**config.mk**
```make
export PLATFORM = sky130hd
export DESIGN_NAME = dmem_byte_master
export DESIGN_NICKNAME = d
export VERILOG_FILES = /design/src/rtl/dmem_pkg.sv /design/src/rtl/dmem_byte_master.sv
export SDC_FILE = /design/constraint.sdc
export NUM_CORES = 1
export LEC_CHECK = 0
export CAP_MARGIN = 20
export CORE_UTILIZATION = 48
export CTS_CLUSTER_DIAMETER = 40
export CTS_CLUSTER_SIZE = 8
export DETAILED_ROUTE_END_ITERATION = 10
export PLACE_DENSITY_LB_ADDON = 0.12
export SYNTH_ARGS = -nofsm -noshare
export SYNTH_HDL_FRONTEND = slang
export SYNTH_SLANG_ARGS = --single-unit
```
**constraint.sdc**
```tcl
create_clock -name clk_i -period 2.9 [get_ports clk_i]
set_input_delay 0.29 -clock clk_i [delete_from_list [all_inputs] [get_ports clk_i]]
set_output_delay 0.29 -clock clk_i [all_outputs]
set_load 0.01 [all_outputs]
```
**src/rtl/dmem_pkg.sv**
```systemverilog
// -----------------------------------------------------------------------------
// dmem_pkg
//   Shared types and helpers for the byte-serial data-memory master.
//   - state_t        : transfer FSM states
//   - op_t           : latched access direction
//   - BYTES_PER_WORD : beats per 32-bit word
//   - BEAT_W         : width of the beat counter
//   - byte_lane()    : big-endian byte of a word for a given beat
//                      (beat 0 -> bits [31:24], beat 3 -> bits [7:0])
// -----------------------------------------------------------------------------
package dmem_pkg;

  localparam int BYTES_PER_WORD = 4;
  localparam int BEAT_W         = 2;

  typedef enum logic [1:0] {
    ST_IDLE = 2'd0,
    ST_XFER = 2'd1,
    ST_DONE = 2'd2
  } state_t;

  typedef enum logic {
    OP_READ  = 1'b0,
    OP_WRITE = 1'b1
  } op_t;

  // Big-endian lane select: shifting left by 8*beat brings the wanted byte
  // to the top, which avoids a variable part-select.
  function automatic logic [7:0] byte_lane(input logic [31:0] word,
                                           input logic [BEAT_W-1:0] beat);
    logic [31:0] w_shifted;
    w_shifted = word << {beat, 3'b000};
    return w_shifted[31:24];
  endfunction

endpackage

```
**src/rtl/dmem_byte_master.sv**
```systemverilog
// -----------------------------------------------------------------------------
// dmem_byte_master
//   CPU-side initiator for the byte-organised data memory. One 32-bit load or
//   store from the MEM stage is executed as four serial byte beats on an
//   8-bit memory port, big-endian (byte at the start address is bits [31:24]).
//   The pipeline is stalled from the request cycle until the transfer ends;
//   done_o pulses for one cycle when the access completes.
//
// Ports
//   clk_i         in   1       clock, rising edge
//   rst_i         in   1       asynchronous reset, active-low
//   MemRead_i     in   1       load request (level)
//   MemWrite_i    in   1       store request (level); wins over MemRead_i
//   addr_i        in   ADDR_W  word start byte address
//   write_data_i  in   32      store data
//   data_o        out  32      last completed load word
//   stall_o       out  1       hold pipeline
//   done_o        out  1       one-cycle completion pulse
//   mem_addr_o    out  ADDR_W  byte address to memory
//   mem_re_o      out  1       byte read strobe
//   mem_we_o      out  1       byte write strobe
//   mem_wdata_o   out  8       byte write data
//   mem_rdata_i   in   8       byte read data, combinational from mem_addr_o
// -----------------------------------------------------------------------------
module dmem_byte_master
  import dmem_pkg::*;
#(
  parameter int ADDR_W  = 32,
  parameter int N_BYTES = 4    // fixed at 4
) (
  input  logic              clk_i,
  input  logic              rst_i,
  input  logic              MemRead_i,
  input  logic              MemWrite_i,
  input  logic [ADDR_W-1:0] addr_i,
  input  logic [31:0]       write_data_i,
  output logic [31:0]       data_o,
  output logic              stall_o,
  output logic              done_o,
  output logic [ADDR_W-1:0] mem_addr_o,
  output logic              mem_re_o,
  output logic              mem_we_o,
  output logic [7:0]        mem_wdata_o,
  input  logic [7:0]        mem_rdata_i
);

  state_t            r_state;
  state_t            w_next_state;
  logic [BEAT_W-1:0] r_beat;
  logic [ADDR_W-1:0] r_addr;
  logic [31:0]       r_wdata;
  logic [31:0]       r_rd_buf;
  logic [31:0]       r_data;
  op_t               r_op;

  logic              w_req;
  logic              w_last_beat;
  logic [31:0]       w_rd_next;

  assign w_req       = MemRead_i | MemWrite_i;
  assign w_last_beat = (r_beat == BEAT_W'(N_BYTES - 1));

  // ---------------------------------------------------------------------------
  // Next-state logic
  // ---------------------------------------------------------------------------
  // NOTE: every variable assigned in always_comb gets a default first, so no
  // path through the case can infer a latch.
  always_comb begin
    w_next_state = r_state;
    unique case (r_state)
      ST_IDLE: if (w_req)       w_next_state = ST_XFER;
      ST_XFER: if (w_last_beat) w_next_state = ST_DONE;
      // DONE always returns to IDLE: the request is still high only because
      // the pipeline was held, so it must not start a second access.
      ST_DONE:                  w_next_state = ST_IDLE;
      default:                  w_next_state = ST_IDLE;
    endcase
  end

  // ---------------------------------------------------------------------------
  // Outputs: strobes, address and write data exist only in XFER
  // ---------------------------------------------------------------------------
  always_comb begin
    stall_o     = 1'b0;
    done_o      = 1'b0;
    mem_addr_o  = '0;
    mem_re_o    = 1'b0;
    mem_we_o    = 1'b0;
    mem_wdata_o = '0;
    unique case (r_state)
      // Stall in the request cycle itself; gated by reset so every output is
      // low while reset is asserted, even with a request pending.
      ST_IDLE: stall_o = w_req & rst_i;
      ST_XFER: begin
        stall_o    = 1'b1;
        // Natural modulo-2^ADDR_W wrap past the top of the address space.
        mem_addr_o = r_addr + ADDR_W'(r_beat);
        if (r_op == OP_WRITE) begin
          mem_we_o    = 1'b1;
          mem_wdata_o = byte_lane(r_wdata, r_beat);
        end else begin
          mem_re_o    = 1'b1;
        end
      end
      ST_DONE: done_o = 1'b1;
      default: ;
    endcase
  end

  // Read buffer with the current beat's byte inserted in its big-endian lane.
  always_comb begin
    w_rd_next = r_rd_buf;
    for (int i = 0; i < BYTES_PER_WORD; i++) begin
      w_rd_next[31-8*i -: 8] = (r_beat == BEAT_W'(i)) ? mem_rdata_i
                                                     : byte_lane(r_rd_buf, BEAT_W'(i));
    end
  end

  // ---------------------------------------------------------------------------
  // State and datapath registers
  // ---------------------------------------------------------------------------
  // NOTE: sequential state uses non-blocking assignments so all registers
  // update together from pre-edge values. Every register here is small, so
  // all are reset, which also guarantees data_o reads 0 out of reset.
  always_ff @(posedge clk_i or negedge rst_i) begin
    if (!rst_i) begin
      r_state  <= ST_IDLE;
      r_beat   <= '0;
      r_addr   <= '0;
      r_wdata  <= '0;
      r_rd_buf <= '0;
      r_data   <= '0;
      r_op     <= OP_READ;
    end else begin
      r_state <= w_next_state;
      unique case (r_state)
        ST_IDLE: begin
          if (w_req) begin
            r_addr  <= addr_i;
            r_wdata <= write_data_i;
            r_op    <= MemWrite_i ? OP_WRITE : OP_READ;
            r_beat  <= '0;
          end
        end
        ST_XFER: begin
          r_beat <= r_beat + BEAT_W'(1);
          if (r_op == OP_READ) begin
            r_rd_buf <= w_rd_next;
            // Publish the word including the final byte on DONE entry, so
            // data_o is already valid while done_o is high.
            if (w_last_beat) r_data <= w_rd_next;
          end
        end
        default: ;
      endcase
    end
  end

  assign data_o = r_data;

endmodule

```
==> flow_metrics.env <==
export IMPL_cts_inserted_buffers=17
export IMPL_antenna_diode_count=0
export IMPL_postSynth_asyncResetShare_pct=100
export IMPL_report_power_total_mw=10.2
export IMPL_status="finished, violations left"
export IMPL_worst_ep_arrival_time_ns=2.64
export IMPL_design_portCount=152
export IMPL_dpl_cell_count=834
export IMPL_timing_critical_path_max_delay_family="simple AND/OR/NAND/NOR gates"
export IMPL_crit_path_start="r_addr[7]"
export IMPL_timing_hold_worst_class="in -> async"
export IMPL_filler_cell_count_in_the_final_layout=887
export IMPL_critical_path_reg2reg_endpoint="r_rd_buf[14]"
export IMPL_drt_pre_antenna_iters=4
export IMPL_postCtsHoldBufs=0
export IMPL_grt_start_max_net_pins=126
export IMPL_groute_layer_met2_usage_pct=37.2
export IMPL_initialDrtViolationCount=249
export IMPL_endpoint_kind="output port"
export IMPL_nets=778
export IMPL_synth_area_leaders="sky130_fd_sc_hd__dfrtp_1, sky130_fd_sc_hd__mux2_2, sky130_fd_sc_hd__nand2_1, sky130_fd_sc_hd__mux2i_1, sky130_fd_sc_hd__o21ai_0"
export IMPL_post_detailed_route_drc_marker_count=0
export IMPL_cts_root_to_sink_buffers=2
export IMPL_synth_seq_cells=125
export IMPL_pwr_per_cell_area_nw_per_um2=1190
export IMPL_vias_per_cell=5.43
export IMPL_clock_latency_ns=0.42
export IMPL_fmax_mhz=342
export IMPL_post_drt_wl_per_cell_um=17.0
export IMPL_synthesis_yosys_warnings=0
export IMPL_detailedPlacementHpwl_mm=10.1
export IMPL_setup_reg_to_reg_worst_slack_ns=0.73
export IMPL_timing_hold_ws_ns=-0.00982
export IMPL_timing_final_crit_share_pct=101
export IMPL_dieArea_um2=13100
export IMPL_mappedNetlistArea_um2=6070
export IMPL_finalWeightedCongestion=0.854
export IMPL_core_area_um2=12200
export IMPL_antenna_found_initial=0
export IMPL_max_cap_violations=0
export IMPL_synth_yosys_seq_area_share_pct=51.6
export IMPL_syn_instance_count=524
export IMPL_violations="hold timing, setup timing"
export IMPL_worst_pin_slew_ns=0.702
export IMPL_worst_ir_drop_vdd_v=0.000663
export IMPL_synth_enable_flop_cells=0
export IMPL_most_frequent_cell_on_critical_path="sky130_fd_sc_hd__buf_4"
export IMPL_vias_in_the_first_global_route=4721
export IMPL_rsz0062_at_grt="true"
export IMPL_vias=4756
export IMPL_worst_r2r_src="r_op"
export IMPL_initial_utilization_pct=49.9
export IMPL_port_buffers=151
export IMPL_grt_pass1_wl_mm=23.5
export IMPL_grt_overflow_total=0
export IMPL_worst_r2r_cell_count=3
export IMPL_cell_type_of_the_slowest_stage_on_the_worst_timing_path="sky130_fd_sc_hd__or4_4"
export IMPL_postRouteAntennaNets=0
export IMPL_final_layout_size_suffix_gt1_share_pct=27.3
export IMPL_grt_util_all_layers_pct=23.6
export IMPL_num_clock_sinks=125
export IMPL_tritoncts="built"
export IMPL_synth_area_per_cell_um2=11.6
export IMPL_synth_largest_area_cell="sky130_fd_sc_hd__dfrtp_1"
export IMPL_flow_area_growth_from_synthesis_pct=40.9
export IMPL_crit_path_start_kind="register"
export IMPL_setup_tns_ns=-0.0265
export IMPL_instances_no_fill=876
export IMPL_buffers_plus_inverters_on_the_worst_setup_path=3
export IMPL_die_width_um=114
export IMPL_setup_violations_final=1
export IMPL_worst_slew_margin_rel_pct=53.1
export IMPL_timing_clock_skew_ns=0.00786
export IMPL_yosys_top_cells_count="sky130_fd_sc_hd__dfrtp_1, sky130_fd_sc_hd__mux2_2, sky130_fd_sc_hd__nand2_1"
export IMPL_finalHoldViolCount=3
export IMPL_leakagePower_nw=3.58
export IMPL_syn_nets=607
export IMPL_timing_final_max_slew_violations=0
export IMPL_worst_slack_ns=-0.0265
export IMPL_ys_dominant_reg_cell="sky130_fd_sc_hd__dfrtp_1"
export IMPL_ctsHtreeMaxLevel=4
export IMPL_worst_path_max_fanout=6
export IMPL_crit_chain="nand4_1 -> or4_4 -> buf_4 -> buf_4 -> o31ai_1 -> a21oi_1 -> dlygate4sd2_1"
export IMPL_critPathMaxStageDelay_ns=0.64
export IMPL_synthMostInstantiatedCell="sky130_fd_sc_hd__dfrtp_1"
export IMPL_fin_crit_ns=2.93
export IMPL_grt_util_met3_pct=7.04
export IMPL_met1_track_utilization_from_global_routing_pct=31.0
export IMPL_clkSlewWorstSetupHoldPaths_ns=0.06
export IMPL_cp_class="reg -> out"
export IMPL_yosys_area_top_type_share_pct=51.6
export IMPL_grt_max_usage_layer="met2"
export IMPL_die_h_um=114
export IMPL_cp_required_ns=2.61
export IMPL_synth_unique_cells=41
export IMPL_row_count=40
export IMPL_routed_wirelength_mm=14.9
export IMPL_cts_root_buffer="sky130_fd_sc_hd__clkbuf_16"
[flip-flops by register name, summed over array words and instances (netlist names)]
register	count
r_beat	2
r_op	1
data_o	32
r_rd_buf	24
r_wdata	32
r_state	2
r_addr	32
[metrics by stage]
step | instance area [um2] | utilization, % | setup WS, ns
3_3_place_gp | 7840 | 64.5 | 0.0638
6_report | 8550 | 70.3 | -0.0265
3_5_place_dp | 7840 | 64.5 | 0.0463
2_1_floorplan | 6070 | - | 0.431
4_1_cts | 8530 | 70.2 | 0.000754
5_1_grt | 8550 | 70.3 | -0.0909
[cells in the final DEF (no fill, tap or decap), drive strengths merged, types with 11 or more instances in the layout]
cell	instances
or4	11
buf	37
mux2i	24
nor2	14
clkbuf	23
dfrtp	125
nand2	65
a21oi	21
o21ai	38
mux2	85
nand3	11
clkdlybuf4s50	130
[routing by layer]
layer | part of all wire, % | vias to the layer above
li1 | - | 2230
met1 | 44 | 2323
met2 | 47 | 180
met3 | 7.1 | 23
met4 | 1.8 | 0
met5 | 0 | -
[power breakdown]
part           switching, mW  internal (mW)  leakage [nW]
clock                  0.789           1.44         0.293
combinational           2.07           2.62          1.81
sequential             0.649           2.65          1.49
[worst max path at each step]
stage               cells after the start  slack [ns]              to
floorplan                               8        0.43  mem_addr_o[24]
global placement                        6        0.06  mem_addr_o[21]
detailed placement                      8        0.05  mem_addr_o[26]
CTS                                     6      0.0008  mem_addr_o[26]
global route                            7       -0.09  mem_addr_o[23]
finish                                  7       -0.03  mem_addr_o[23]
[final cells by class]
cell class | count | area [um2] | area share [%]
multi-input combinational | 362 | 2830 | 33.1
timing repair buffer | 184 | 1740 | 20.3
sequential | 125 | 3130 | 36.6
clock buffer | 18 | 429 | 5.02
tap | 168 | 210 | 2.46
inverter | 5 | 18.8 | 0.219
clock inverter | 14 | 191 | 2.24
[kinds of logic after synthesis]
kind of cell | synth area share (%)
compound gates | 6.95
flops | 51.6
fa+ha+maj | 1.57
buf+inv | 2.85
mux | 22.7
xor+xnor | 1.30
simple gates | 13.1
[repair_timing]
item,CTS,global route
gates cloned,0,1
resized for setup,34,27
pin swaps,4,3
buffers inserted,8,1
endpoints found under the setup margin,21,14
Note: power is estimated with default switching activity, not from simulation.
